[src/rtl/four_b_seq_div.sv]
// Sequential 4-bit unsigned restoring divider: one trial subtraction per cycle,
// one quotient bit per step, results held for the display path until the next start.
module four_b_seq_div (
    input  logic       clk,
    input  logic       rst_n,
    input  logic       start,
    input  logic [3:0] dividend,
    input  logic [3:0] divisor,
    output logic [3:0] quotient,
    output logic [3:0] remainder,
    output logic       busy,
    output logic       done,
    output logic       div_by_zero
);

    typedef enum logic [1:0] {
        IDLE,
        CALC,
        DONE
    } state_t;

    state_t     state;
    logic [3:0] d;
    logic [3:0] v;
    logic [4:0] r;
    logic [1:0] step;

    logic [4:0] r_shift;
    logic [5:0] trial;
    logic       no_borrow;
    logic [4:0] r_next;
    logic [3:0] d_next;

    // Trial subtraction R' - V as R' + ~V + 1; the carry out means no borrow.
    always_comb begin
        r_shift   = {r[3:0], d[3]};
        trial     = {1'b0, r_shift} + {1'b0, ~{1'b0, v}} + 6'd1;
        no_borrow = trial[5];
        r_next    = no_borrow ? trial[4:0] : r_shift;
        d_next    = {d[2:0], no_borrow};
    end

    // CALC runs the first three steps; DONE runs the fourth and publishes, so its
    // closing edge raises done and the following edge can already accept a start.
    always_ff @(posedge clk or negedge rst_n) begin
        if (!rst_n) begin
            state       <= IDLE;
            d           <= 4'd0;
            v           <= 4'd0;
            r           <= 5'd0;
            step        <= 2'd0;
            quotient    <= 4'd0;
            remainder   <= 4'd0;
            busy        <= 1'b0;
            done        <= 1'b0;
            div_by_zero <= 1'b0;
        end else begin
            case (state)
                IDLE: begin
                    done <= 1'b0;
                    if (start) begin
                        d           <= dividend;
                        v           <= divisor;
                        r           <= 5'd0;
                        step        <= 2'd0;
                        div_by_zero <= 1'b0;
                        busy        <= 1'b1;
                        state       <= (divisor == 4'd0) ? DONE : CALC;
                    end
                end
                CALC: begin
                    d    <= d_next;
                    r    <= r_next;
                    step <= step + 2'd1;
                    if (step == 2'd2) begin
                        state <= DONE;
                    end
                end
                DONE: begin
                    if (v == 4'd0) begin
                        quotient    <= 4'hF;
                        remainder   <= d;
                        div_by_zero <= 1'b1;
                    end else begin
                        d         <= d_next;
                        r         <= r_next;
                        quotient  <= d_next;
                        remainder <= r_next[3:0];
                    end
                    busy  <= 1'b0;
                    done  <= 1'b1;
                    state <= IDLE;
                end
                default: begin
                    state <= IDLE;
                    busy  <= 1'b0;
                    done  <= 1'b0;
                end
            endcase
        end
    end

    // The partial remainder always stays below the divisor, so bit 4 never survives a step.
    assert property (@(posedge clk) disable iff (!rst_n) (r[4] == 1'b0));

endmodule

[config.mk]
export PLATFORM = sky130hd
export DESIGN_NAME = four_b_seq_div
export DESIGN_NICKNAME = d
export VERILOG_FILES = /design/src/rtl/four_b_seq_div.sv
export SDC_FILE = /design/constraint.sdc
export NUM_CORES = 1
export LEC_CHECK = 0
export ABC_AREA = 1
export CAP_MARGIN = 5
export CORE_MARGIN = 4
export CORE_UTILIZATION = 35
export DETAILED_ROUTE_END_ITERATION = 7
export PLACE_DENSITY = 0.6
export SYNTH_ARGS = -nofsm -noshare
export SYNTH_HDL_FRONTEND = slang
export SYNTH_SLANG_ARGS = --single-unit
[constraint.sdc]
create_clock -name clk -period 2.3 [get_ports clk]
set_clock_uncertainty 0.2 [all_clocks]
set_input_delay 0.46 -clock clk [delete_from_list [all_inputs] [get_ports clk]]
set_output_delay 0.46 -clock clk [all_outputs]
set_load 0.02 [all_outputs]
==> results of run 1 <==
==> cell type report <==
cell class / instances / share of cell area
well taps: 50 / 0.0350
clock buffers: 4 / 0.0252
inverters: 29 / 0.0624
multi-input cells: 115 / 0.377
flip-flops and latches: 27 / 0.378
repair buffers: 22 / 0.122
==> synthesized netlist by cell type <==
library cell | number | area, µm²
nand2_1 | 46 | 173
dfrtp_1 | 27 | 676
inv_1 | 24 | 90.1
o21ai_0 | 14 | 70.1
nand3_1 | 11 | 55.1
ha_1 | 9 | 113
nor2_1 | 5 | 18.8
o21ai_2 | 5 | 43.8
a22oi_1 | 4 | 30.0
inv_2 | 4 | 15.0
a21oi_1 | 3 | 15.0
nand2_2 | 2 | 12.5
nor2_2 | 2 | 12.5
nor2_4 | 2 | 22.5
o22ai_1 | 2 | 12.5
clkbuf_2 | 1 | 5.00
fa_1 | 1 | 20.0
inv_4 | 1 | 6.26
nand2_4 | 1 | 11.3
nand3_2 | 1 | 10.0
nand4_1 | 1 | 6.26
nand4_2 | 1 | 12.5
o21ai_1 | 1 | 5.00
o22a_1 | 1 | 8.76
or2_0 | 1 | 6.26
or2_1 | 1 | 6.26
xnor2_1 | 1 | 8.76
==> flip-flops by register name (all words and copies together), names as in the netlist <==
signal	flops
r	4
remainder	4
div_by_zero	1
done	1
quotient	4
step	2
d	4
busy	1
state	2
v	4
==> kinds of logic (layout without fill, tap and decap cells) <==
| kind of cell | count (synthesis) | after routing | share of synthesized area |
|---|---|---|---|
| simple gates | 74 | 74 | 0.237 |
| compound gates | 30 | 30 | 0.126 |
| buf+inv | 30 | 55 | 0.0794 |
| flops | 27 | 27 | 0.461 |
| fa+ha+maj | 10 | 10 | 0.0905 |
| xor+xnor | 1 | 1 | 0.00598 |
==> metal layers <==
layer  vias up  share of wire  GRT usage
met4         0          0.013     0.0307
met2        19           0.47      0.211
met1       546           0.49      0.174
met3         5          0.026     0.0124
li1        603              -          -
met5         -              0          0
==> metrics by stage <==
stage               std cells  total power, mW  hold WS [ns]
global route              247             2.80         0.334
CTS                       247             2.57         0.296
global placement          243             2.28         0.276
finish                    247             2.53         0.293
floorplan                 172             1.86       -0.0356
detailed placement        243             2.29         0.272
==> worst max-delay path by stage <==
stage                        startpoint                        to  slack [ns]
6_report       remainder[0]$_DFFE_PN0P_              remainder[0]        0.38
5_1_grt            state[0]$_DFFE_PN0P_          d[2]$_DFFE_PN0P_        0.32
4_1_cts        remainder[0]$_DFFE_PN0P_              remainder[0]        0.37
3_5_place_dp       state[0]$_DFFE_PN0P_          d[1]$_DFFE_PN0P_        0.50
3_3_place_gp       state[0]$_DFFE_PN0P_          d[2]$_DFFE_PN0P_        0.49
2_1_floorplan          d[3]$_DFFE_PN0P_  remainder[2]$_DFFE_PN0P_        0.69
==> power by group <==
group / internal (mW) / switching [mW]
registers: 0.682 / 0.136
logic: 0.571 / 0.878
clock network: 0.124 / 0.141
total: 1.38 / 1.16
==> results.py, run 1 <==
metrics = {
    "synthesis": {
        "synth_cell_types": 27,
        "ys_seq_area_frac": 0.461,
        "syn_area_um2": 1470,
        "synth_cells": 172,
        "ys_ff_latch": 27,
        "syn-num-nets": 193,
        "avgSynthCellArea_um2": 8.52,
        "synth.yosys.warnings": 0,
    },
    "setup_path": {
        "cp.required_ns": 1.64,
        "cpMaxStageDelayCell": "clkdlybuf4s50_1",
        "r2r_cells": 7,
        "regToRegStartpoint": "state[0]$_DFFE_PN0P_",
        "r2r_end": "d[1]$_DFFE_PN0P_",
        "crit_arrival_ns": 1.26,
        "crit_path_start_kind": "flop",
        "worst-r2r-setup-slack_ns": 0.52,
        "worst-path-buf-inv": 1,
        "cp_cell_sequence": "clkdlybuf4s50_1",
        "critPathKind": "reg -> out",
        "cp-end-kind": "output port",
        "worstPathMaxFanout": 2,
        "path_delay_family": "buffers and inverters",
        "path_depth": 1,
        "critPathMaxStageDelay_ns": 0.61,
    },
    "cts": {
        "ctsRootBufferMaster": "clkbuf_8",
        "insertion_delay_ns": 0.27,
        "cts_made_buffers": 3,
        "ctsResizeCount": 0,
        "path_clk_slew_ns": 0.09,
        "cts.sinks": 27,
        "cts-hold-fix-buffers": 0,
        "cts_setup_buffers": 0,
        "h-tree-depth": 1,
        "cts.path.max_buffers": 2,
        "tritoncts": "yes",
    },
    "sta": {
        "finalCritPeriodShare": 0.834,
        "worst_pin_slew_ns": 0.354,
        "max_freq_mhz": 522,
        "setup_viol": 0,
        "relSlewSlack": 0.764,
        "fin_crit_ns": 1.92,
        "fin_ws_ns": 0.383,
        "rsz0062_at_grt": "false",
        "slew_violations": 0,
        "totalNegativeSetupSlack_ns": 0,
        "hold_viol_final": 0,
    },
    "detailed_routing": {
        "dr.pass1.iters": 4,
        "wirelength_um": 2970,
        "drtAntennaViolNets": 0,
        "drtIter0Drc": 41,
        "drc": 0,
        "wl_per_cell_um": 12.0,
        "routed_via_density": 4.75,
        "vias": 1173,
    },
    "floorplan": {
        "initial_core_util": 0.364,
        "ios": 22,
        "core_um2": 4030,
        "dieWidth_um": 72.7,
        "die_area_um2": 5290,
        "rows": 23,
        "dieHeight_um": 72.7,
    },
    "global_routing": {
        "first_global_vias": 1178,
        "antenna_found_initial": 0,
        "grt_pass1_wl_um": 5340,
        "grt_max_degree": 28,
        "grtUsageTotal": 0.126,
        "grt_overflow": 0,
    },
    "run": {
        "cap_violations": 0,
    },
    "cells_and_area": {
        "stdcell_area_um2": 1790,
        "drive_above_1_share": 0.117,
        "fin_util": 0.443,
        "diodes": 0,
        "final_net_count": 219,
        "ff_latch_area_um2": 676,
        "final_cell_mix": "46 x nand2_1, 27 x dfrtp_1, 24 x inv_1",
        "area_growth_pct": 21.9,
        "fillers": 418,
        "final_common_cell": "nand2_1",
        "multi_input_area_um2": 673,
    },
    "pwr": {
        "p_per_area_nw_per_um2": 1420,
        "p_leak_nw": 0.904,
        "ir_worst_vdd_uv": 730,
    },
    "place": {
        "io_buffers": 21,
        "place_ws_ns": 0.498,
        "dpl_cell_area_um2": 1740,
        "gp_congestion": 0.774,
        "post-dp-hpwl_um": 2350,
    },
    "worst_hold_path": {
        "hold_depth": 2,
        "min_path_type": "reg -> reg",
        "whs_endpoint": "done$_DFFE_PN0N_",
        "hold_path_startpoint": "done$_DFFE_PN0N_",
    },
    "outcome": {
        "status": "finished clean",
    },
}
Note: power is estimated with default switching activity, not from simulation.
==> run 2: changes to the inputs <==
- PLACE_DENSITY: 0.6 -> 0.62
- clock period: 2.3 -> 1.7 ns (I/O delays scaled with it)
==> results.py, run 2 (synthesis results as in run 1) <==
metrics = {
    "cells_and_area": {
        "drive_above_1_share": 0.243,
        "diodes": 0,
        "final_net_count": 232,
        "area_growth_pct": 33.8,
        "fin_util": 0.487,
        "final_common_cell": "nand2_1",
        "fillers": 390,
        "final_cell_mix": "43 x nand2_1, 27 x dfrtp_1, 19 x inv_1",
    },
    "sta": {
        "slew_violations": 0,
        "hold_viol_final": 0,
        "setup_viol": 0,
        "max_freq_mhz": 600,
        "fin_crit_ns": 1.67,
        "finalCritPeriodShare": 0.981,
        "worst_pin_slew_ns": 0.289,
        "fin_ws_ns": 0.0321,
        "relSlewSlack": 0.805,
    },
    "setup_path": {
        "cp.required_ns": 1.68,
        "crit_start": "v[1]$_DFFE_PN0P_",
        "r2r_cells": 9,
        "regToRegStartpoint": "v[1]$_DFFE_PN0P_",
        "r2r_end": "remainder[0]$_DFFE_PN0P_",
        "worst-r2r-setup-slack_ns": 0.03,
        "crit_path_start_kind": "flop",
        "worstPathMaxFanout": 5,
        "cpMaxStageDelayCell": "dfrtp_1",
        "cp_cell_sequence": "inv_1 > ha_1 > nand2_1 > nand2_2 > nand3_4 > buf_4 > nand3_1 > nand3_1 > nand2_1",
        "critPathKind": "reg -> reg",
        "critPathMaxStageDelay_ns": 0.40,
        "cp-end-kind": "flop",
        "crit_arrival_ns": 1.65,
    },
    "global_routing": {
        "first_global_vias": 1165,
        "grt_overflow": 0,
        "antenna_found_initial": 0,
        "grt_pass1_wl_um": 5360,
        "grtUsageTotal": 0.131,
        "grt_max_degree": 28,
    },
    "floorplan": {
        "ios": 22,
        "core_um2": 4030,
        "rows": 23,
        "dieHeight_um": 72.7,
        "die_area_um2": 5290,
        "dieWidth_um": 72.7,
        "initial_core_util": 0.364,
    },
    "detailed_routing": {
        "drtAntennaViolNets": 0,
        "routed_via_density": 4.66,
        "wirelength_um": 3190,
        "drtIter0Drc": 56,
        "drc": 0,
        "wl_per_cell_um": 12.3,
        "vias": 1211,
        "dr.pass1.iters": 7,
    },
    "place": {
        "io_buffers": 21,
        "post-dp-hpwl_um": 2420,
        "place_ws_ns": -0.00379,
        "gp_congestion": 0.810,
    },
    "pwr": {
        "power.internal_mw": 2.08,
        "p_seq_frac": 0.290,
        "ir_worst_vdd_uv": 772,
        "p_leak_nw": 0.995,
        "swShare": 0.458,
        "comb_power_share": 0.609,
        "switchingPower_mw": 1.76,
        "fin_total_pwr_mw": 3.84,
        "p_per_area_nw_per_um2": 1960,
        "clock_power_share": 0.100,
    },
    "outcome": {
        "status": "finished clean",
    },
    "cts": {
        "h-tree-depth": 1,
        "ctsRootBufferMaster": "clkbuf_8",
        "path_clk_slew_ns": 0.10,
        "cts-hold-fix-buffers": 0,
        "insertion_delay_ns": 0.28,
        "tritoncts": "yes",
        "cts.sinks": 27,
        "cts_made_buffers": 3,
        "cts.path.max_buffers": 2,
    },
    "run": {
        "cap_violations": 0,
    },
    "worst_hold_path": {
        "min_path_type": "in -> async",
    },
}
-- run 2: timing repair --
item                                    CTS  global route
gates resized for setup                  14            16
buffers inserted                          0             4
hold endpoints to repair                  0             0
endpoints found under the setup margin   14            16
pin swaps                                 0             3
-- run 2: per-layer routing --
layer / track usage / up-vias / part of all wire
met1: 0.173 / 563 / 0.46
li1: - / 626 / -
met5: 0 / - / 0
met3: 0.0207 / 5 / 0.027
met2: 0.213 / 17 / 0.49
met4: 0.0553 / 0 / 0.020
-- run 2: area by class of cell --
| type | instances | area (µm²) | area share |
|---|---|---|---|
| multi-input cells | 115 | 748 | 0.382 |
| flip-flops and latches | 27 | 676 | 0.345 |
| repair buffers | 35 | 314 | 0.160 |
| inverters | 29 | 111 | 0.0568 |
| well taps | 50 | 62.6 | 0.0319 |
| clock buffers | 3 | 41.3 | 0.0211 |
| clock inverters | 1 | 7.51 | 0.00383 |
-- run 2: how the worst max path moves through the flow --
stage                     depth (start not counted)                  endpoint  slack (ns)
after global placement                            7          r[0]$_DFFE_PN0P_       0.004
after detailed placement                          8  remainder[2]$_DFFE_PN0P_      -0.004
after global routing                              9  remainder[3]$_DFFE_PN0P_       -0.04
final                                             9  remainder[0]$_DFFE_PN0P_        0.03
after floorplan                                   8  remainder[2]$_DFFE_PN0P_        0.09
after CTS                                         9  remainder[3]$_DFFE_PN0P_        0.01
-- run 2: power groups by stage --
stage	clock network, mW	logic (mW)	registers (mW)
after global placement	0	2.11	1.11
after CTS	0.396	2.08	1.11
final	0.385	2.34	1.11
after detailed placement	0	2.12	1.12
after floorplan	0	1.30	1.21
after global routing	0.423	2.66	1.15
-- run 2: critical path: cells and delay by family (launching register included) --
kind	cells	cell delay (ns)
buffers and inverters	2	0.18
flip-flops	1	0.40
adder cells (fa/ha/maj)	1	0.29
AND/OR/NAND/NOR	6	0.50
-- run 2: stage by stage --
stage | hold WS [ns] | cell area [µm²] | cells | setup TNS (ns)
after floorplan | -0.156 | 1470 | 172 | 0
after global placement | 0.269 | 1820 | 252 | 0
after detailed placement | 0.273 | 1820 | 252 | -0.00638
after CTS | 0.207 | 1860 | 256 | 0
after global routing | 0.208 | 1960 | 260 | -0.209
final | 0.203 | 1960 | 260 | 0
